===== config.mk =====
export PLATFORM = sky130hd
export DESIGN_NAME = mvm_job_ctrl_flat
export DESIGN_NICKNAME = d
export VERILOG_FILES = /design/src/rtl/mvm_job_ctrl_pkg.sv /design/src/rtl/mvm_job_ctrl_if.sv /design/src/rtl/mvm_job_ctrl_unpacker.sv /design/src/rtl/mvm_job_ctrl.sv /design/src/flat_wrapper.sv
export SDC_FILE = /design/constraint.sdc
export NUM_CORES = 1
export LEC_CHECK = 0
export BUFFER_PORTS_ARGS = -buffer_cell sky130_fd_sc_hd__clkbuf_2
export CORE_AREA = 2 2 216 218
export CTS_BUF_LIST = sky130_fd_sc_hd__clkbuf_16
export DETAILED_ROUTE_END_ITERATION = 7
export DIE_AREA = 0 0 218 220
export SLEW_MARGIN = 5
export SYNTH_ARGS = -nofsm -noshare
export SYNTH_HDL_FRONTEND = slang
export SYNTH_HIERARCHICAL = 1
export SYNTH_SLANG_ARGS = --single-unit

===== constraint.sdc =====
create_clock -name CLOCK_50 -period 2.8 [get_ports CLOCK_50]
set_clock_uncertainty 0.1 [all_clocks]
set_input_delay 0.14 -clock CLOCK_50 [delete_from_list [all_inputs] [get_ports CLOCK_50]]
set_output_delay 0.14 -clock CLOCK_50 [all_outputs]
set_load 0.005 [all_outputs]

===== src/rtl/mvm_job_ctrl_pkg.sv =====
// Shared constants and state encoding for the matrix-vector job controller.
// Imported by the controller, its unpacker and the bench.
package mvm_pkg;

    localparam int N          = 8;
    localparam int DATA_WIDTH = 8;
    localparam int ACC_WIDTH  = 24;
    localparam int WORD_BYTES = 8;

    typedef enum logic [2:0] {
        IDLE,
        RSTM,
        RDREQ,
        RDWAIT,
        UNPK,
        WAITD,
        WR,
        FIN
    } job_state_t;

endpackage


===== src/rtl/mvm_job_ctrl_if.sv =====
// Single-outstanding read and write memory port used by the job controller.
// The controller drives the master side, the memory/bus the slave side.
interface mvm_job_ctrl_if;

    logic        rd_req;
    logic [31:0] rd_addr;
    logic        rd_gnt;
    logic        rd_valid;
    logic [63:0] rd_data;
    logic        wr_req;
    logic [31:0] wr_addr;
    logic [63:0] wr_data;
    logic        wr_gnt;

    modport master (
        output rd_req, rd_addr,
        input  rd_gnt, rd_valid, rd_data,
        output wr_req, wr_addr, wr_data,
        input  wr_gnt
    );

    modport slave (
        input  rd_req, rd_addr,
        output rd_gnt, rd_valid, rd_data,
        input  wr_req, wr_addr, wr_data,
        output wr_gnt
    );

endinterface


===== src/rtl/mvm_job_ctrl_unpacker.sv =====
// Holds one 64-bit memory word and walks through its bytes, LSB first.
// The byte index only moves on an advance that is not stalled.
module word_unpacker
    import mvm_pkg::*;
(
    input  logic                  clk,
    input  logic                  rst,
    input  logic                  load,
    input  logic [WORD_BYTES*8-1:0] load_data,
    input  logic                  advance,
    input  logic                  stall,
    output logic [7:0]            byte_out,
    output logic                  last
);

    localparam int BIW = $clog2(WORD_BYTES);

    logic [WORD_BYTES*8-1:0] word_q, word_d;
    logic [BIW-1:0]          byte_idx_q, byte_idx_d;

    always_comb begin
        word_d     = word_q;
        byte_idx_d = byte_idx_q;
        if (load) begin
            word_d     = load_data;
            byte_idx_d = '0;
        end else if (advance && !stall) begin
            byte_idx_d = byte_idx_q + 1'b1;
        end
    end

    always_ff @(posedge clk) begin
        if (rst) begin
            word_q     <= '0;
            byte_idx_q <= '0;
        end else begin
            word_q     <= word_d;
            byte_idx_q <= byte_idx_d;
        end
    end

    assign byte_out = word_q[{byte_idx_q, 3'b000} +: 8];
    assign last     = (byte_idx_q == BIW'(WORD_BYTES - 1));

endmodule


===== src/rtl/mvm_job_ctrl.sv =====
// Job controller: resets the multiplier, streams A rows and B from memory
// into its FIFOs byte by byte, then writes the N results back.
module mvm_job_ctrl #(
    parameter int N          = mvm_pkg::N,
    parameter int DATA_WIDTH = mvm_pkg::DATA_WIDTH,
    parameter int ACC_WIDTH  = mvm_pkg::ACC_WIDTH
) (
    input  logic                      CLOCK_50,
    input  logic                      rst,
    input  logic                      start,
    input  logic [31:0]               src_addr,
    input  logic [31:0]               dst_addr,
    output logic                      busy,
    output logic                      job_done,
    mvm_job_ctrl_if.master            mem,
    output logic                      mvm_rst_n,
    output logic [N-1:0]              a_wren,
    output logic [N*DATA_WIDTH-1:0]   a_data,
    output logic                      b_wren,
    output logic [DATA_WIDTH-1:0]     b_data,
    input  logic [N-1:0]              a_full,
    input  logic                      b_full,
    input  logic                      mvm_done,
    input  logic [N*ACC_WIDTH-1:0]    C_matrix
);

    import mvm_pkg::*;

    localparam int WIW = $clog2(N + 1);
    localparam int RIW = $clog2(N);

    job_state_t state_q, state_d;
    logic [31:0] src_q, src_d, dst_q, dst_d;
    logic [WIW-1:0] word_idx_q, word_idx_d;
    logic [RIW-1:0] res_idx_q, res_idx_d;
    logic [N-1:0] a_wren_q, a_wren_d;
    logic [N*DATA_WIDTH-1:0] a_data_q, a_data_d;
    logic b_wren_q, b_wren_d;
    logic [DATA_WIDTH-1:0] b_data_q, b_data_d;

    logic [7:0]           byte_out;
    logic                 last;
    logic                 is_b;
    logic [RIW-1:0]       row;
    logic                 tgt_full;
    logic [ACC_WIDTH-1:0] c_sel;

    // word N is the B vector; words 0..N-1 are the A rows
    assign is_b     = (word_idx_q == WIW'(N));
    assign row      = word_idx_q[RIW-1:0];
    assign tgt_full = is_b ? b_full : a_full[row];
    assign c_sel    = C_matrix[res_idx_q*ACC_WIDTH +: ACC_WIDTH];

    word_unpacker u_unpk (
        .clk       (CLOCK_50),
        .rst       (rst),
        .load      (state_q == RDWAIT && mem.rd_valid),
        .load_data (mem.rd_data),
        .advance   (state_q == UNPK),
        .stall     (tgt_full),
        .byte_out  (byte_out),
        .last      (last)
    );

    always_comb begin
        state_d     = state_q;
        src_d       = src_q;
        dst_d       = dst_q;
        word_idx_d  = word_idx_q;
        res_idx_d   = res_idx_q;
        a_wren_d    = '0;
        a_data_d    = a_data_q;
        b_wren_d    = 1'b0;
        b_data_d    = b_data_q;
        mem.rd_req  = 1'b0;
        mem.rd_addr = '0;
        mem.wr_req  = 1'b0;
        mem.wr_addr = '0;
        mem.wr_data = '0;
        job_done    = 1'b0;
        unique case (state_q)
            IDLE: if (start) begin
                src_d      = src_addr;
                dst_d      = dst_addr;
                word_idx_d = '0;
                res_idx_d  = '0;
                state_d    = RSTM;
            end
            RSTM: state_d = RDREQ;
            RDREQ: begin
                mem.rd_req  = 1'b1;
                mem.rd_addr = src_q + (32'(word_idx_q) << 3);
                if (mem.rd_gnt) state_d = RDWAIT;
            end
            RDWAIT: if (mem.rd_valid) state_d = UNPK;
            UNPK: if (!tgt_full) begin
                if (is_b) begin
                    b_wren_d = 1'b1;
                    b_data_d = byte_out;
                end else begin
                    a_wren_d[row] = 1'b1;
                    a_data_d[row*DATA_WIDTH +: DATA_WIDTH] = byte_out;
                end
                if (last) begin
                    if (is_b) begin
                        state_d = WAITD;
                    end else begin
                        word_idx_d = word_idx_q + 1'b1;
                        state_d    = RDREQ;
                    end
                end
            end
            WAITD: if (mvm_done) begin
                res_idx_d = '0;
                state_d   = WR;
            end
            WR: begin
                mem.wr_req  = 1'b1;
                mem.wr_addr = dst_q + (32'(res_idx_q) << 3);
                mem.wr_data = 64'(c_sel);
                if (mem.wr_gnt) begin
                    res_idx_d = res_idx_q + 1'b1;
                    if (res_idx_q == RIW'(N - 1)) state_d = FIN;
                end
            end
            FIN: begin
                job_done = 1'b1;
                state_d  = IDLE;
            end
            default: state_d = IDLE;
        endcase
    end

    always_ff @(posedge CLOCK_50) begin
        if (rst) begin
            state_q    <= IDLE;
            src_q      <= '0;
            dst_q      <= '0;
            word_idx_q <= '0;
            res_idx_q  <= '0;
            a_wren_q   <= '0;
            a_data_q   <= '0;
            b_wren_q   <= 1'b0;
            b_data_q   <= '0;
        end else begin
            state_q    <= state_d;
            src_q      <= src_d;
            dst_q      <= dst_d;
            word_idx_q <= word_idx_d;
            res_idx_q  <= res_idx_d;
            a_wren_q   <= a_wren_d;
            a_data_q   <= a_data_d;
            b_wren_q   <= b_wren_d;
            b_data_q   <= b_data_d;
        end
    end

    assign busy      = (state_q != IDLE);
    assign mvm_rst_n = !(rst || state_q == RSTM);
    assign a_wren    = a_wren_q;
    assign a_data    = a_data_q;
    assign b_wren    = b_wren_q;
    assign b_data    = b_data_q;

endmodule


===== src/flat_wrapper.sv =====
// flat-port wrapper written by rule: the top's interface ports become plain ports
module mvm_job_ctrl_flat import mvm_pkg::*;
#(
    parameter int N          = mvm_pkg::N,
    parameter int DATA_WIDTH = mvm_pkg::DATA_WIDTH,
    parameter int ACC_WIDTH  = mvm_pkg::ACC_WIDTH
)
  (CLOCK_50, rst, start, src_addr, dst_addr, busy, job_done, mvm_rst_n, a_wren, a_data, b_wren, b_data, a_full, b_full, mvm_done, C_matrix, mem_rd_req, mem_rd_addr, mem_rd_gnt, mem_rd_valid, mem_rd_data, mem_wr_req, mem_wr_addr, mem_wr_data, mem_wr_gnt);
  mvm_job_ctrl_if mem_i ();
  input  logic CLOCK_50;
  input  logic rst;
  input  logic start;
  input  logic [31:0] src_addr;
  input  logic [31:0] dst_addr;
  output logic busy;
  output logic job_done;
  output logic mvm_rst_n;
  output logic [N-1:0] a_wren;
  output logic [N*DATA_WIDTH-1:0] a_data;
  output logic b_wren;
  output logic [DATA_WIDTH-1:0] b_data;
  input  logic [N-1:0] a_full;
  input  logic b_full;
  input  logic mvm_done;
  input  logic [N*ACC_WIDTH-1:0] C_matrix;
  output wire logic [$bits(mem_i.rd_req)-1:0] mem_rd_req;
  output wire logic [$bits(mem_i.rd_addr)-1:0] mem_rd_addr;
  input wire logic [$bits(mem_i.rd_gnt)-1:0] mem_rd_gnt;
  input wire logic [$bits(mem_i.rd_valid)-1:0] mem_rd_valid;
  input wire logic [$bits(mem_i.rd_data)-1:0] mem_rd_data;
  output wire logic [$bits(mem_i.wr_req)-1:0] mem_wr_req;
  output wire logic [$bits(mem_i.wr_addr)-1:0] mem_wr_addr;
  output wire logic [$bits(mem_i.wr_data)-1:0] mem_wr_data;
  input wire logic [$bits(mem_i.wr_gnt)-1:0] mem_wr_gnt;
  assign mem_rd_req = mem_i.rd_req;
  assign mem_rd_addr = mem_i.rd_addr;
  assign mem_i.rd_gnt = mem_rd_gnt;
  assign mem_i.rd_valid = mem_rd_valid;
  assign mem_i.rd_data = mem_rd_data;
  assign mem_wr_req = mem_i.wr_req;
  assign mem_wr_addr = mem_i.wr_addr;
  assign mem_wr_data = mem_i.wr_data;
  assign mem_i.wr_gnt = mem_wr_gnt;
  mvm_job_ctrl #(.N(N), .DATA_WIDTH(DATA_WIDTH), .ACC_WIDTH(ACC_WIDTH)) u_core (.CLOCK_50(CLOCK_50), .rst(rst), .start(start), .src_addr(src_addr), .dst_addr(dst_addr), .busy(busy), .job_done(job_done), .mem(mem_i), .mvm_rst_n(mvm_rst_n), .a_wren(a_wren), .a_data(a_data), .b_wren(b_wren), .b_data(b_data), .a_full(a_full), .b_full(b_full), .mvm_done(mvm_done), .C_matrix(C_matrix));
endmodule

==> results of run 1 <==
area by class of cell:
type,instances,area share (%)
antenna,3,0.03994
clock buffer,27,3.595
clock inverter,21,1.045
inverter,13,0.2863
multi-input combinational,1012,40.62
sequential,222,23.91
tap,607,4.041
timing repair buffer,753,26.47
routing by layer:
metal	part of all wire [%]	vias up	wire length (um)	GRT usage (%)
met3	8.7	76	4198	5.383
met2	48	506	23470	31.37
met5	0.027	-	13	0
li1	-	6054	-	-
met4	3.1	2	1517	6.825
met1	40	6064	19220	21.94
cell usage after synthesis, types with 11 or more instances:
cell type | n | area (sq um)
dfxtp_1 | 222 | 4444
nor2_1 | 194 | 728.2
nand2_1 | 161 | 604.3
mux2i_1 | 154 | 1541
a21oi_1 | 93 | 465.5
clkbuf_1 | 67 | 251.5
mux4_2 | 48 | 1081
buf_4 | 42 | 315.3
nand2b_1 | 33 | 206.5
xnor2_1 | 32 | 280.3
nand3_1 | 30 | 150.1
o21ai_0 | 25 | 125.1
nor3_1 | 17 | 85.08
buf_2 | 16 | 80.08
mux4_1 | 16 | 420.4
buf_1 | 14 | 52.55
ha_1 | 14 | 175.2
and2_1 | 12 | 75.07
inv_1 | 11 | 41.29
nor4_1 | 11 | 68.82
or3_1 | 11 | 68.82
how the worst max path moves through the flow:
stage                  endpoint  cells past startpoint
2_1_floorplan  u_core/a_data[0]                      9
3_3_place_gp    mem_wr_addr[30]                      7
3_5_place_dp    mem_wr_addr[30]                      7
4_1_cts         mem_wr_addr[30]                      7
5_1_grt         mem_wr_addr[30]                      7
6_report        mem_wr_addr[30]                      7
through the flow:
step / total power, uW / TNS, ns / hold WS (ns) / util (%) / instances
2_1_floorplan: 3883 / 0 / 0.1535 / - / 1389
6_report: 7940 / -0.2933 / 0.04559 / 40.98 / 2658
3_3_place_gp: 4251 / 0 / 0.2630 / 33.80 / 2407
4_1_cts: 8000 / -0.2313 / 0.002565 / 40.41 / 2652
5_1_grt: 8283 / -1.252 / 0.03455 / 40.98 / 2658
3_5_place_dp: 4271 / 0 / 0.2751 / 33.80 / 2407
logic make-up (layout without fill, tap and decap cells):
group	count (synthesis)	in the layout
other	1	43
AOI/OAI and AO/OA	164	164
xor gates and xnor gates	41	41
muxes	226	226
DFF	222	222
buffers and inverters	155	814
adders and majority gates	16	16
and+or+nand+nor	525	525
sequential cells by signal, indices dropped and copies added, names as in the netlist:
name	count
u_core/word_idx_q	4
u_core/state_q	3
u_core/b_data	8
u_core/dst_q	32
u_core/res_idx_q	3
u_core/src_q	32
u_core/a_data	64
u_core/b_wren	1
u_core/u_unpk/word_q	64
u_core/a_wren	8
u_core/u_unpk/byte_idx_q	3
worst register-to-register path, cell delays in order (launching register included):
cell,delay [ns]
dfxtp_4,0.35
buf_4,0.16
inv_1,0.15
ha_1,0.23
a21oi_1,0.10
o211a_1,0.16
buf_4,0.17
o2111ai_2,0.70
mux2i_1,0.28
nor2_1,0.05
where the power goes:
part	internal (uW)	leakage, uW	switching (uW)	total [uW]
Combinational	588	0.00582	516	1100
Sequential	3250	0.00181	103	3350
Clock	2100	0.000447	1380	3480
repair_timing:
item,CTS,global route
hold endpoints to repair,133,0
gates cloned,2,2
hold buffers,185,0
endpoints found under the setup margin,44,37
pin swaps,16,18
setup buffers,10,1
gates resized for setup,57,58
==> impl_results.html, run 1 <==
<table>
<tr><th>Metric</th><th>Value</th></tr>
<tr><th colspan="2">Yosys</th></tr>
<tr><td>Ys Warns</td><td>6</td></tr>
<tr><td>Main combinational cell family by area after synthesis</td><td>multiplexers</td></tr>
<tr><td>Post-synthesis sequential area ratio</td><td>35.91%</td></tr>
<tr><td>Number of enable flip-flop cells after synthesis</td><td>0</td></tr>
<tr><td>Basic-gate share of the synthesized area counting and, or, nand and nor cells</td><td>between 10% and 20%</td></tr>
<tr><td>Post-synthesis async set-or-reset flop share</td><td>0%</td></tr>
<tr><td>Adder-cell area share of the yosys netlist</td><td>1.739%</td></tr>
<tr><td>Distinct cell type count of the synthesized netlist</td><td>64</td></tr>
<tr><td>Post-synthesis instance area</td><td>around 12,000 sq um</td></tr>
<tr><td>Cells after synthesis</td><td>1,350</td></tr>
<tr><td>Average cell area after synthesis</td><td>9.167 sq um</td></tr>
<tr><td>Dominant register cell in the synthesized netlist</td><td>dfxtp_1</td></tr>
<tr><td>Compound-Gate Fraction of Synth Area</td><td>8.179%</td></tr>
<tr><td>Flip-flop and latch count after synthesis</td><td>222</td></tr>
<tr><td>Share of the synthesized netlist area taken by xor and xnor gates</td><td>2.902%</td></tr>
<tr><td>Multiplexer fraction of the synthesized cell area</td><td>around 25%</td></tr>
<tr><th colspan="2">STA</th></tr>
<tr><td>Max-slew violation count</td><td>0</td></tr>
<tr><td>Fin crit share</td><td>104.5%</td></tr>
<tr><td>Minimum clock period</td><td>2.927 ns</td></tr>
<tr><td>Maximum clock frequency</td><td>341.6 MHz</td></tr>
<tr><td>Setup Viol. Count Final</td><td>4</td></tr>
<tr><td>Final worst setup slack</td><td>-0.1272 ns</td></tr>
<tr><td>Number of endpoints with negative hold slack in the final report</td><td>0</td></tr>
<tr><td>Tightest slew margin relative to the limit</td><td>between 40% and 50%</td></tr>
<tr><td>RSZ-0062 raised after global routing</td><td>true</td></tr>
<tr><td>Worst Max-Slew Pin Slew</td><td>0.8491 ns</td></tr>
<tr><th colspan="2">Floorplanning</th></tr>
<tr><td>Die W</td><td>218 um</td></tr>
<tr><td>Number of top-level design ports</td><td>550</td></tr>
<tr><td>Initial core utilization</td><td>between 20% and 30%</td></tr>
<tr><td>Vertical die dimension</td><td>220 um</td></tr>
<tr><td>Number of placement rows</td><td>between 70 and 80</td></tr>
<tr><td>Core ar.</td><td>45,860 sq um</td></tr>
<tr><td>Area of the die</td><td>47,960 sq um</td></tr>
<tr><th colspan="2">Cells and area</th></tr>
<tr><td>Post-synthesis to final-layout area growth</td><td>51.87%</td></tr>
<tr><td>Final design instance area without fill</td><td>18,790 sq um</td></tr>
<tr><td>Net count reported at finish</td><td>2,380</td></tr>
<tr><td>Total area of multi-input combinational cells</td><td>7634 sq um</td></tr>
<tr><td>Sequential cell area</td><td>approximately 4500 sq um</td></tr>
<tr><td>Fill cell total of the finished layout</td><td>4,465</td></tr>
<tr><td>Fraction of layout cells with a size suffix above 1</td><td>36.52%</td></tr>
<tr><td>Most frequent cells in the layout</td><td>clkbuf_2, dfxtp_1, nor2_1, dlygate4sd3_1, nand2_1</td></tr>
<tr><td>Most common library cell in the layout ignoring fill and taps</td><td>clkbuf_2</td></tr>
<tr><th colspan="2">Worst setup path</th></tr>
<tr><td>Register-to-register setup slack</td><td>0.20 ns</td></tr>
<tr><td>Launching element of the worst setup path</td><td>u_core/res_idx_q[1]</td></tr>
<tr><td>Critical path, cell by cell</td><td>ha_4 -&gt; a21o_1 -&gt; a21oi_2 -&gt; or4b_4 -&gt; or4b_4 -&gt; a21oi_2 -&gt; buf_2</td></tr>
<tr><td>Maximum fanout count along the critical path</td><td>7</td></tr>
<tr><td>CP Capture Type</td><td>output port</td></tr>
<tr><td>Critical path data arrival time</td><td>roughly 2.7 ns</td></tr>
<tr><td>R2R depth</td><td>9</td></tr>
<tr><td>Worst r2r dst</td><td>u_core/a_data[33]</td></tr>
<tr><td>Count of buffer and inverter cells on the critical path</td><td>1</td></tr>
<tr><td>Reg-to-reg startpoint</td><td>u_core/word_idx_q[0]</td></tr>
<tr><td>Start-to-end type of the worst setup path</td><td>reg2out</td></tr>
<tr><td>Crit-path slowest cell</td><td>or4b_4</td></tr>
<tr><td>CP max stage delay</td><td>0.55 ns</td></tr>
<tr><td>Data required time of the critical path</td><td>2.56 ns</td></tr>
<tr><td>Crit-path leading delay family</td><td>simple AND/OR/NAND/NOR gates</td></tr>
<tr><td>Startpoint types</td><td>register</td></tr>
<tr><th colspan="2">CTS</th></tr>
<tr><td>Number of sinks handled by clock tree synthesis</td><td>approximately 220</td></tr>
<tr><td>Worst-Skew Late Latency</td><td>approximately 0.55 ns</td></tr>
<tr><td>Clock slew at the register clock pins of the worst setup and hold paths</td><td>0.06 ns</td></tr>
<tr><td>CTS Buf Count</td><td>26</td></tr>
<tr><td>Root buf cell</td><td>clkbuf_16</td></tr>
<tr><td>Clock tree from TritonCTS</td><td>yes</td></tr>
<tr><td>Maximum level of the CTS H-tree</td><td>1</td></tr>
<tr><td>Clock tree buffer depth</td><td>3</td></tr>
<tr><th colspan="2">Routing</th></tr>
<tr><td>Detailed-routing iteration count for the pre-antenna-repair pass</td><td>6</td></tr>
<tr><td>Post-detailed-route via-to-cell ratio</td><td>about 4.8</td></tr>
<tr><td>Via count</td><td>12,702</td></tr>
<tr><td>Routed wire length</td><td>48.42 mm</td></tr>
<tr><td>Number of remaining DRC errors</td><td>0</td></tr>
<tr><td>Iter 0 DRT Violations</td><td>806</td></tr>
<tr><td>Final ANT Viol Nets</td><td>0</td></tr>
<tr><td>Avg WL per Cell</td><td>18.22 um</td></tr>
<tr><th colspan="2">Hold path</th></tr>
<tr><td>Hold wc startpoint</td><td>rst</td></tr>
<tr><td>Worst hold stages</td><td>2</td></tr>
<tr><td>Hold Crit Endpoint</td><td>u_core/src_q[10]</td></tr>
<tr><td>Path type of the worst min-delay path</td><td>in2reg</td></tr>
<tr><th colspan="2">Placement</th></tr>
<tr><td>Routability cong.</td><td>~0.90</td></tr>
<tr><td>Total of buffers placed on input and output ports</td><td>509</td></tr>
<tr><td>Worst setup slack before clock tree synthesis</td><td>approximately 0.22 ns</td></tr>
<tr><td>Sum of net half-perimeters after detailed placement</td><td>approximately 35 mm</td></tr>
<tr><td>Instance area at placement</td><td>15,500 sq um</td></tr>
<tr><th colspan="2">GRT</th></tr>
<tr><td>Antenna violations before repair</td><td>4</td></tr>
<tr><td>Global router's overall resource usage</td><td>18.43%</td></tr>
<tr><td>Maximum number of pins on one net before global-route repair</td><td>125</td></tr>
<tr><td>Overall overflow remaining after global route</td><td>0</td></tr>
<tr><td>Number of global-route vias before repair</td><td>12,482</td></tr>
<tr><td>Wire length of the first global-routing pass</td><td>between 60 and 70 mm</td></tr>
<tr><th colspan="2">Power</th></tr>
<tr><td>Worst IR Drop VDD</td><td>376.6 uV</td></tr>
<tr><td>Cell Pwr Density</td><td>422.5 nW/um^2</td></tr>
<tr><td>P_leak</td><td>between 0.008 and 0.009 uW</td></tr>
<tr><th colspan="2">Outcome</th></tr>
<tr><td>Status</td><td>complete, but fails checks</td></tr>
<tr><td>Violations in the final reports</td><td>setup timing</td></tr>
<tr><th colspan="2">Run</th></tr>
<tr><td>Max-Cap Viols</td><td>0</td></tr>
</table>
(Power assumes the default switching activity.)
==> run 2, diff against run 1 <==
==> constraint.sdc (replaced) <==
create_clock -name CLOCK_50 -period 2.8 [get_ports CLOCK_50]
set_clock_uncertainty 0.1 [all_clocks]
set_input_delay 0.28 -clock CLOCK_50 [delete_from_list [all_inputs] [get_ports CLOCK_50]]
set_output_delay 0.28 -clock CLOCK_50 [all_outputs]
set_load 0.005 [all_outputs]
==> impl_results.html, run 2 (synthesis results as in run 1) <==
<table>
<tr><th>Metric</th><th>Value</th></tr>
<tr><th colspan="2">CTS</th></tr>
<tr><td>Clock slew at the register clock pins of the worst setup and hold paths</td><td>0.06 ns (about the same)</td></tr>
<tr><td>Maximum level of the CTS H-tree</td><td>1 (unchanged)</td></tr>
<tr><td>Clock tree from TritonCTS</td><td>yes (unchanged)</td></tr>
<tr><td>Number of sinks handled by clock tree synthesis</td><td>222 (unchanged)</td></tr>
<tr><td>Root buf cell</td><td>clkbuf_16 (unchanged)</td></tr>
<tr><td>Worst-Skew Late Latency</td><td>0.54 ns (was 0.55 ns)</td></tr>
<tr><td>CTS Buf Count</td><td>26 (unchanged)</td></tr>
<tr><td>Clock tree buffer depth</td><td>3 (unchanged)</td></tr>
<tr><th colspan="2">Floorplanning</th></tr>
<tr><td>Number of top-level design ports</td><td>550 (unchanged)</td></tr>
<tr><td>Initial core utilization</td><td>26.98% (unchanged)</td></tr>
<tr><td>Core ar.</td><td>45,860 sq um (unchanged)</td></tr>
<tr><td>Area of the die</td><td>47,960 sq um (unchanged)</td></tr>
<tr><td>Vertical die dimension</td><td>220 um (unchanged)</td></tr>
<tr><td>Die W</td><td>218 um (unchanged)</td></tr>
<tr><td>Number of placement rows</td><td>79 (unchanged)</td></tr>
<tr><th colspan="2">GRT</th></tr>
<tr><td>Antenna violations before repair</td><td>7 (was 4)</td></tr>
<tr><td>Maximum number of pins on one net before global-route repair</td><td>105 (was 125)</td></tr>
<tr><td>Global router's overall resource usage</td><td>18.54% (was 18.43%)</td></tr>
<tr><td>Wire length of the first global-routing pass</td><td>69.88 mm (was 69.54 mm)</td></tr>
<tr><td>Number of global-route vias before repair</td><td>12,321 (was 12,482)</td></tr>
<tr><td>Overall overflow remaining after global route</td><td>0 (unchanged)</td></tr>
<tr><th colspan="2">Run</th></tr>
<tr><td>Max-Cap Viols</td><td>0 (unchanged)</td></tr>
<tr><th colspan="2">Cells and area</th></tr>
<tr><td>Net count reported at finish</td><td>2,356 (was 2,380)</td></tr>
<tr><td>Most frequent cells in the layout</td><td>clkbuf_2, dfxtp_1, nor2_1, nand2_1, mux2i_1 (was clkbuf_2, dfxtp_1, nor2_1, dlygate4sd3_1, nand2_1)</td></tr>
<tr><td>Final design instance area without fill</td><td>18,560 sq um (was 18,790 sq um)</td></tr>
<tr><td>Fraction of layout cells with a size suffix above 1</td><td>39.50% (was 36.52%)</td></tr>
<tr><td>Most common library cell in the layout ignoring fill and taps</td><td>clkbuf_2 (unchanged)</td></tr>
<tr><td>Post-synthesis to final-layout area growth</td><td>49.99% (was 51.87%)</td></tr>
<tr><td>Share of the core filled with cells in the final layout</td><td>40.47% (was 40.98%)</td></tr>
<tr><th colspan="2">STA</th></tr>
<tr><td>RSZ-0062 raised after global routing</td><td>true (unchanged)</td></tr>
<tr><td>Final worst setup slack</td><td>-0.2449 ns (was -0.1272 ns)</td></tr>
<tr><td>Minimum clock period</td><td>3.045 ns (was 2.927 ns)</td></tr>
<tr><td>Worst Max-Slew Pin Slew</td><td>0.7250 ns (was 0.8491 ns)</td></tr>
<tr><td>Setup total negative slack</td><td>-2.369 ns (was -0.2933 ns)</td></tr>
<tr><td>Number of endpoints with negative hold slack in the final report</td><td>0 (unchanged)</td></tr>
<tr><td>Fin crit share</td><td>108.7% (was 104.5%)</td></tr>
<tr><td>Max-slew violation count</td><td>0 (unchanged)</td></tr>
<tr><td>Maximum clock frequency</td><td>328.4 MHz (was 341.6 MHz)</td></tr>
<tr><td>Tightest slew margin relative to the limit</td><td>51.45% (was 43.39%)</td></tr>
<tr><td>Setup Viol. Count Final</td><td>31 (was 4)</td></tr>
<tr><td>Hold slack final</td><td>0.03052 ns (was 0.04559 ns)</td></tr>
<tr><th colspan="2">Outcome</th></tr>
<tr><td>Violations in the final reports</td><td>setup timing (unchanged)</td></tr>
<tr><td>Status</td><td>complete, but fails checks (unchanged)</td></tr>
<tr><th colspan="2">Routing</th></tr>
<tr><td>Number of remaining DRC errors</td><td>0 (unchanged)</td></tr>
<tr><td>Final ANT Viol Nets</td><td>0 (unchanged)</td></tr>
<tr><td>Post-detailed-route via-to-cell ratio</td><td>4.831 (was 4.779)</td></tr>
<tr><td>Via count</td><td>12,711 (was 12,702)</td></tr>
<tr><td>Routed wire length</td><td>48.54 mm (was 48.42 mm)</td></tr>
<tr><td>Iter 0 DRT Violations</td><td>729 (was 806)</td></tr>
<tr><td>Avg WL per Cell</td><td>18.45 um (was 18.22 um)</td></tr>
<tr><td>Detailed-routing iteration count for the pre-antenna-repair pass</td><td>6 (unchanged)</td></tr>
<tr><th colspan="2">Placement</th></tr>
<tr><td>Total of buffers placed on input and output ports</td><td>509 (unchanged)</td></tr>
<tr><td>Sum of net half-perimeters after detailed placement</td><td>35.37 mm (was 35.31 mm)</td></tr>
<tr><td>Routability cong.</td><td>0.9070 (was 0.8952)</td></tr>
<tr><td>Instance area at placement</td><td>15,600 sq um (was 15,500 sq um)</td></tr>
<tr><th colspan="2">Power</th></tr>
<tr><td>Power, Total</td><td>7596 uW (was 7940 uW)</td></tr>
<tr><td>P_leak</td><td>0.007934 uW (was 0.008079 uW)</td></tr>
<tr><td>Worst IR Drop VDD</td><td>549.6 uV (was 376.6 uV)</td></tr>
<tr><td>Cell Pwr Density</td><td>409.2 nW/um^2 (was 422.5 nW/um^2)</td></tr>
<tr><th colspan="2">Worst setup path</th></tr>
<tr><td>Startpoint types</td><td>register (unchanged)</td></tr>
<tr><td>Data required time of the critical path</td><td>2.42 ns (was 2.56 ns)</td></tr>
<tr><td>Critical path data arrival time</td><td>2.66 ns (was 2.69 ns)</td></tr>
<tr><td>Maximum fanout count along the critical path</td><td>6 (was 7)</td></tr>
<tr><td>CP Capture Type</td><td>output port (unchanged)</td></tr>
<tr><td>Start-to-end type of the worst setup path</td><td>reg2out (unchanged)</td></tr>
<tr><th colspan="2">Hold path</th></tr>
<tr><td>Path type of the worst min-delay path</td><td>in2reg (unchanged)</td></tr>
</table>
==> run 2: changes by cell type in the layout (fill, tap and decap cells not counted), moves of 3 or more <==
| cell | delta |
|---|---|
| dlygate4sd3_1 | -56 |
| buf_4 | +23 |
| clkbuf_2 | -11 |
| buf_2 | +9 |
| buf_6 | +7 |
| buf_8 | +3 |
| bufinv_16 | -3 |
| dfxtp_2 | +3 |
| nor3_1 | -3 |
| nor3b_1 | -3 |
==> run 2: critical path: stages (launching register included) <==
cell and delay, ns:
dfxtp_2 0.34, ha_4 0.25, a21o_1 0.12, a21oi_2 0.07, or4b_4 0.56, buf_6 0.15, or4_4 0.41, a21oi_2 0.13
clkbuf_2 0.12
==> run 2: layout make-up <==
class                      instances  area [sq um]
clock buffer                      26         650.6
sequential                       222          4489
tap                              607         759.5
inverter                          13         53.80
antenna                            1         2.502
multi-input combinational       1013          7780
timing repair buffer             728          4688
fill                            4488         27300
clock inverter                    21         138.9
==> run 2: metrics by stage <==
step	instances	setup slack, ns
CTS	2622	-0.2623
global route	2631	-0.3699
detailed placement	2418	0.1267
floorplan	1389	0.1964
global placement	2418	0.1032
finish	2631	-0.2449
==> run 2: what timing repair did <==
action                                  4_1_cts  5_1_grt
pin swaps                                    33       32
setup buffers                                27        8
hold buffers                                129        0
hold endpoints to repair                    129        0
resized for setup                            94       74
gates cloned                                  2        1
endpoints found under the setup margin       60       46
==> run 2: metal layers <==
| layer | part of all wire (%) | routed length [um] | up-vias | global-route usage [%] |
|---|---|---|---|---|
| met5 | 0.10 | 49 | - | 0 |
| met4 | 2.2 | 1083 | 8 | 4.626 |
| met3 | 9.0 | 4368 | 84 | 5.645 |
| met2 | 49 | 23900 | 516 | 32.40 |
| met1 | 39 | 19140 | 6124 | 22.09 |
| li1 | - | - | 5979 | - |
==> run 2: worst paths after layout <==
| kind | startpoint | to | slack [ns] | depth (start not counted) |
|---|---|---|---|---|
| setup reg to reg | u_core/word_idx_q[0] | u_core/word_idx_q[1] | 0.20 | 7 |
| setup / recovery | u_core/dst_q[4] | mem_wr_addr[28] | -0.24 | 8 |
| hold reg to reg | u_core/src_q[1] | u_core/src_q[1] | 0.35 | 2 |
| hold / removal | rst | u_core/u_unpk/word_q[45] | 0.03 | 2 |
==> run 2: power breakdown <==
| part | leakage, uW | switching [uW] | internal, uW |
|---|---|---|---|
| clock network | 0.000403 | 1390 | 1780 |
| logic | 0.00572 | 526 | 553 |
| registers | 0.00181 | 94.9 | 3250 |
==> run 3, diff against run 2 <==
--- a/config.mk
+++ b/config.mk
@@ -6,10 +6,9 @@
 export NUM_CORES = 1
 export LEC_CHECK = 0
 export BUFFER_PORTS_ARGS = -buffer_cell sky130_fd_sc_hd__clkbuf_2
-export CORE_AREA = 2 2 216 218
-export CTS_BUF_LIST = sky130_fd_sc_hd__clkbuf_16
+export CORE_ASPECT_RATIO = 1.2
+export CORE_UTILIZATION = 26
 export DETAILED_ROUTE_END_ITERATION = 7
-export DIE_AREA = 0 0 218 220
 export SLEW_MARGIN = 5
 export SYNTH_ARGS = -nofsm -noshare
 export SYNTH_HDL_FRONTEND = slang
==> impl_results.html, run 3 (synthesis results as in run 1) <==
<table>
<tr><th>Metric</th><th>Value</th></tr>
<tr><th colspan="2">Worst setup path</th></tr>
<tr><td>Most used cell along the critical path</td><td>a21oi_2 (unchanged)</td></tr>
<tr><td>Startpoint types</td><td>register (unchanged)</td></tr>
<tr><td>Critical path data arrival time</td><td>2.65 ns (was 2.66 ns)</td></tr>
<tr><td>R2R depth</td><td>9 (was 7)</td></tr>
<tr><td>Register-to-register setup slack</td><td>0.20 ns (about the same)</td></tr>
<tr><td>Reg-to-reg startpoint</td><td>u_core/word_idx_q[0] (unchanged)</td></tr>
<tr><td>CP Capture Type</td><td>output port (unchanged)</td></tr>
<tr><td>Critical path, cell by cell</td><td>ha_4 -&gt; a21o_1 -&gt; a21oi_2 -&gt; or4b_4 -&gt; buf_6 -&gt; or4_4 -&gt; a21oi_2 -&gt; clkbuf_2 (unchanged)</td></tr>
<tr><td>Maximum fanout count along the critical path</td><td>4 (was 6)</td></tr>
<tr><td>Worst r2r dst</td><td>u_core/a_data[54] (was u_core/word_idx_q[1])</td></tr>
<tr><td>CP max stage delay</td><td>0.52 ns (was 0.56 ns)</td></tr>
<tr><td>Start-to-end type of the worst setup path</td><td>reg2out (unchanged)</td></tr>
<tr><td>Crit-path slowest cell</td><td>or4b_4 (unchanged)</td></tr>
<tr><td>Count of buffer and inverter cells on the critical path</td><td>2 (unchanged)</td></tr>
<tr><td>Data required time of the critical path</td><td>2.42 ns (about the same)</td></tr>
<tr><td>Crit-path leading delay family</td><td>simple AND/OR/NAND/NOR gates (unchanged)</td></tr>
<tr><th colspan="2">CTS</th></tr>
<tr><td>Clock tree from TritonCTS</td><td>yes (unchanged)</td></tr>
<tr><td>Maximum level of the CTS H-tree</td><td>1 (unchanged)</td></tr>
<tr><td>Number of sinks handled by clock tree synthesis</td><td>222 (unchanged)</td></tr>
<tr><td>Root buf cell</td><td>clkbuf_16 (unchanged)</td></tr>
<tr><td>CTS Buf Count</td><td>27 (was 26)</td></tr>
<tr><td>Clock slew at the register clock pins of the worst setup and hold paths</td><td>0.06 ns (about the same)</td></tr>
<tr><td>Clock tree buffer depth</td><td>3 (unchanged)</td></tr>
<tr><td>Worst-Skew Late Latency</td><td>0.54 ns (about the same)</td></tr>
<tr><th colspan="2">STA</th></tr>
<tr><td>Setup Viol. Count Final</td><td>24 (was 31)</td></tr>
<tr><td>RSZ-0062 raised after global routing</td><td>true (unchanged)</td></tr>
<tr><td>Final worst setup slack</td><td>-0.2259 ns (was -0.2449 ns)</td></tr>
<tr><td>Maximum clock frequency</td><td>330.5 MHz (was 328.4 MHz)</td></tr>
<tr><td>Number of endpoints with negative hold slack in the final report</td><td>0 (unchanged)</td></tr>
<tr><td>Worst Max-Slew Pin Slew</td><td>0.7764 ns (was 0.7250 ns)</td></tr>
<tr><td>Hold slack final</td><td>0.06078 ns (was 0.03052 ns)</td></tr>
<tr><td>Minimum clock period</td><td>3.026 ns (was 3.045 ns)</td></tr>
<tr><td>Max-slew violation count</td><td>0 (unchanged)</td></tr>
<tr><td>Fin crit share</td><td>108.1% (was 108.7%)</td></tr>
<tr><td>Setup total negative slack</td><td>-2.942 ns (was -2.369 ns)</td></tr>
<tr><td>Tightest slew margin relative to the limit</td><td>48.01% (was 51.45%)</td></tr>
<tr><th colspan="2">Routing</th></tr>
<tr><td>Met1 layer wirelength in the final routing</td><td>20.48 mm (was 19.14 mm)</td></tr>
<tr><td>Number of remaining DRC errors</td><td>0 (unchanged)</td></tr>
<tr><td>Via count</td><td>12,770 (was 12,711)</td></tr>
<tr><td>Avg WL per Cell</td><td>19.08 um (was 18.45 um)</td></tr>
<tr><td>Detailed-routing iteration count for the pre-antenna-repair pass</td><td>5 (was 6)</td></tr>
<tr><td>Post-detailed-route via-to-cell ratio</td><td>4.803 (was 4.831)</td></tr>
<tr><td>Met3 wire len</td><td>5.175 mm (was 4.368 mm)</td></tr>
<tr><td>Amount of wire on met2 after detailed routing</td><td>24.13 mm (was 23.90 mm)</td></tr>
<tr><td>Iter 0 DRT Violations</td><td>824 (was 729)</td></tr>
<tr><td>Final ANT Viol Nets</td><td>0 (unchanged)</td></tr>
<tr><td>Routed wire length</td><td>50.74 mm (was 48.54 mm)</td></tr>
<tr><td>Top Layer Used</td><td>met5 (unchanged)</td></tr>
<tr><th colspan="2">GRT</th></tr>
<tr><td>Number of global-route vias before repair</td><td>12,474 (was 12,321)</td></tr>
<tr><td>Wire length of the first global-routing pass</td><td>72.73 mm (was 69.88 mm)</td></tr>
<tr><td>Antenna violations before repair</td><td>9 (was 7)</td></tr>
<tr><td>Overall overflow remaining after global route</td><td>0 (unchanged)</td></tr>
<tr><td>Maximum number of pins on one net before global-route repair</td><td>92 (was 105)</td></tr>
<tr><td>Global router's overall resource usage</td><td>19.30% (was 18.54%)</td></tr>
<tr><th colspan="2">Hold path</th></tr>
<tr><td>Worst hold stages</td><td>2 (unchanged)</td></tr>
<tr><td>Path type of the worst min-delay path</td><td>in2reg (unchanged)</td></tr>
<tr><td>Hold Crit Endpoint</td><td>u_core/u_unpk/word_q[25] (was u_core/u_unpk/word_q[45])</td></tr>
<tr><td>Hold wc startpoint</td><td>rst (unchanged)</td></tr>
<tr><th colspan="2">Cells and area</th></tr>
<tr><td>Post-synthesis to final-layout area growth</td><td>51.90% (was 49.99%)</td></tr>
<tr><td>Sequential cell area</td><td>4488 sq um (was 4489 sq um)</td></tr>
<tr><td>Final design instance area without fill</td><td>18,800 sq um (was 18,560 sq um)</td></tr>
<tr><td>Fraction of layout cells with a size suffix above 1</td><td>39.47% (was 39.50%)</td></tr>
<tr><td>Final std cells w/o fill</td><td>2,659 (was 2,631)</td></tr>
<tr><td>Most frequent cells in the layout</td><td>clkbuf_2, dfxtp_1, nor2_1, nand2_1, mux2i_1 (unchanged)</td></tr>
<tr><td>Most common library cell in the layout ignoring fill and taps</td><td>clkbuf_2 (unchanged)</td></tr>
<tr><td>Total area of multi-input combinational cells</td><td>7694 sq um (was 7780 sq um)</td></tr>
<tr><td>Fill cell total of the finished layout</td><td>4,679 (was 4,488)</td></tr>
<tr><td>Net count reported at finish</td><td>2,365 (was 2,356)</td></tr>
<tr><th colspan="2">Power</th></tr>
<tr><td>Portion of total power attributed to sequential cells</td><td>40.6% (was 44.0%)</td></tr>
<tr><td>P_leak</td><td>0.008040 uW (was 0.007934 uW)</td></tr>
<tr><td>P_sw</td><td>2039 uW (was 2012 uW)</td></tr>
<tr><td>Clock share of power</td><td>46.4% (was 41.8%)</td></tr>
<tr><td>Worst IR Drop VDD</td><td>432.3 uV (was 549.6 uV)</td></tr>
<tr><td>Net switching fraction of the power</td><td>24.72% (was 26.48%)</td></tr>
<tr><td>Power, Total</td><td>8250 uW (was 7596 uW)</td></tr>
<tr><td>Internal power contribution</td><td>6211 uW (was 5584 uW)</td></tr>
<tr><td>Cell Pwr Density</td><td>438.9 nW/um^2 (was 409.2 nW/um^2)</td></tr>
<tr><td>Fraction of power consumed by combinational cells</td><td>13.0% (was 14.2%)</td></tr>
<tr><th colspan="2">Outcome</th></tr>
<tr><td>Status</td><td>complete, but fails checks (unchanged)</td></tr>
<tr><td>Violations in the final reports</td><td>setup timing (unchanged)</td></tr>
<tr><th colspan="2">Floorplanning</th></tr>
<tr><td>Initial core utilization</td><td>26.32% (was 26.98%)</td></tr>
<tr><td>Number of top-level design ports</td><td>550 (unchanged)</td></tr>
<tr><td>Core ar.</td><td>47,030 sq um (was 45,860 sq um)</td></tr>
<tr><td>Die W</td><td>201.2 um (was 218 um)</td></tr>
<tr><td>Number of placement rows</td><td>87 (was 79)</td></tr>
<tr><td>Vertical die dimension</td><td>241.0 um (was 220 um)</td></tr>
<tr><td>Area of the die</td><td>48,480 sq um (was 47,960 sq um)</td></tr>
<tr><th colspan="2">Run</th></tr>
<tr><td>Max-Cap Viols</td><td>0 (unchanged)</td></tr>
<tr><th colspan="2">Placement</th></tr>
<tr><td>Sum of net half-perimeters after detailed placement</td><td>36.91 mm (was 35.37 mm)</td></tr>
<tr><td>Instance area at placement</td><td>15,630 sq um (was 15,600 sq um)</td></tr>
<tr><td>Count of placed standard cells including taps</td><td>2,435 (was 2,418)</td></tr>
<tr><td>Routability cong.</td><td>0.8930 (was 0.9070)</td></tr>
<tr><td>Total of buffers placed on input and output ports</td><td>509 (unchanged)</td></tr>
</table>
## run 3: routing by layer
| layer | vias up | track usage [%] |
|---|---|---|
| met2 | 521 | 32.25 |
| met4 | 14 | 4.256 |
| met3 | 69 | 7.737 |
| met1 | 6161 | 23.20 |
| li1 | 6005 | - |
| met5 | - | 0 |
## run 3: repair_timing
action	4_1_cts	5_1_grt
setup buffers	24	16
pin swaps	42	39
gates resized for setup	81	57
endpoints found under the setup margin	84	58
cloned	3	2
endpoints found under the hold margin	128	0
hold buffers	128	0
## run 3: worst max-delay path by stage
stage,from,endpoint,cells past startpoint
finish,u_core/res_idx_q[1],mem_wr_addr[28],8
global route,u_core/res_idx_q[1],mem_wr_addr[28],8
CTS,u_core/res_idx_q[1],mem_wr_addr[28],8
detailed placement,u_core/state_q[2],mem_wr_addr[3],6
global placement,u_core/dst_q[4],mem_wr_addr[26],8
floorplan,u_core/word_idx_q[1],u_core/a_data[0],9
## run 3: metrics by stage
stage / worst slack, ns / util [%]
floorplan: 0.1964 / -
global placement: 0.1344 / 33.23
detailed placement: 0.1304 / 33.23
CTS: -0.2567 / 39.34
global route: -0.3176 / 39.96
finish: -0.2259 / 39.97
## run 3: power groups by stage
stage / registers, uW / clock network [uW] / logic (uW)
6_report: 3350 / 3830 / 1070
3_3_place_gp: 3400 / 0 / 868
5_1_grt: 3360 / 4060 / 1160
3_5_place_dp: 3410 / 0 / 879
2_1_floorplan: 3380 / 0 / 499
4_1_cts: 3340 / 3930 / 1040
## run 3: worst register-to-register path, stage by stage, from the launching register on
cell       delay [ns]
dfxtp_4          0.36
buf_4            0.14
inv_1            0.11
ha_1             0.26
a21oi_1          0.20
o211ai_1         0.35
a2111oi_4        0.39
buf_4            0.28
mux2i_1          0.23
nor2_1           0.07
## run 3: area by class of cell
type | count | area share [%]
sequential | 222 | 23.88
inverter | 13 | 0.2596
clock buffer | 36 | 4.153
multi-input combinational | 1013 | 40.93
tap | 623 | 4.147
timing repair buffer | 736 | 25.55
antenna | 4 | 0.05325
clock inverter | 12 | 1.038
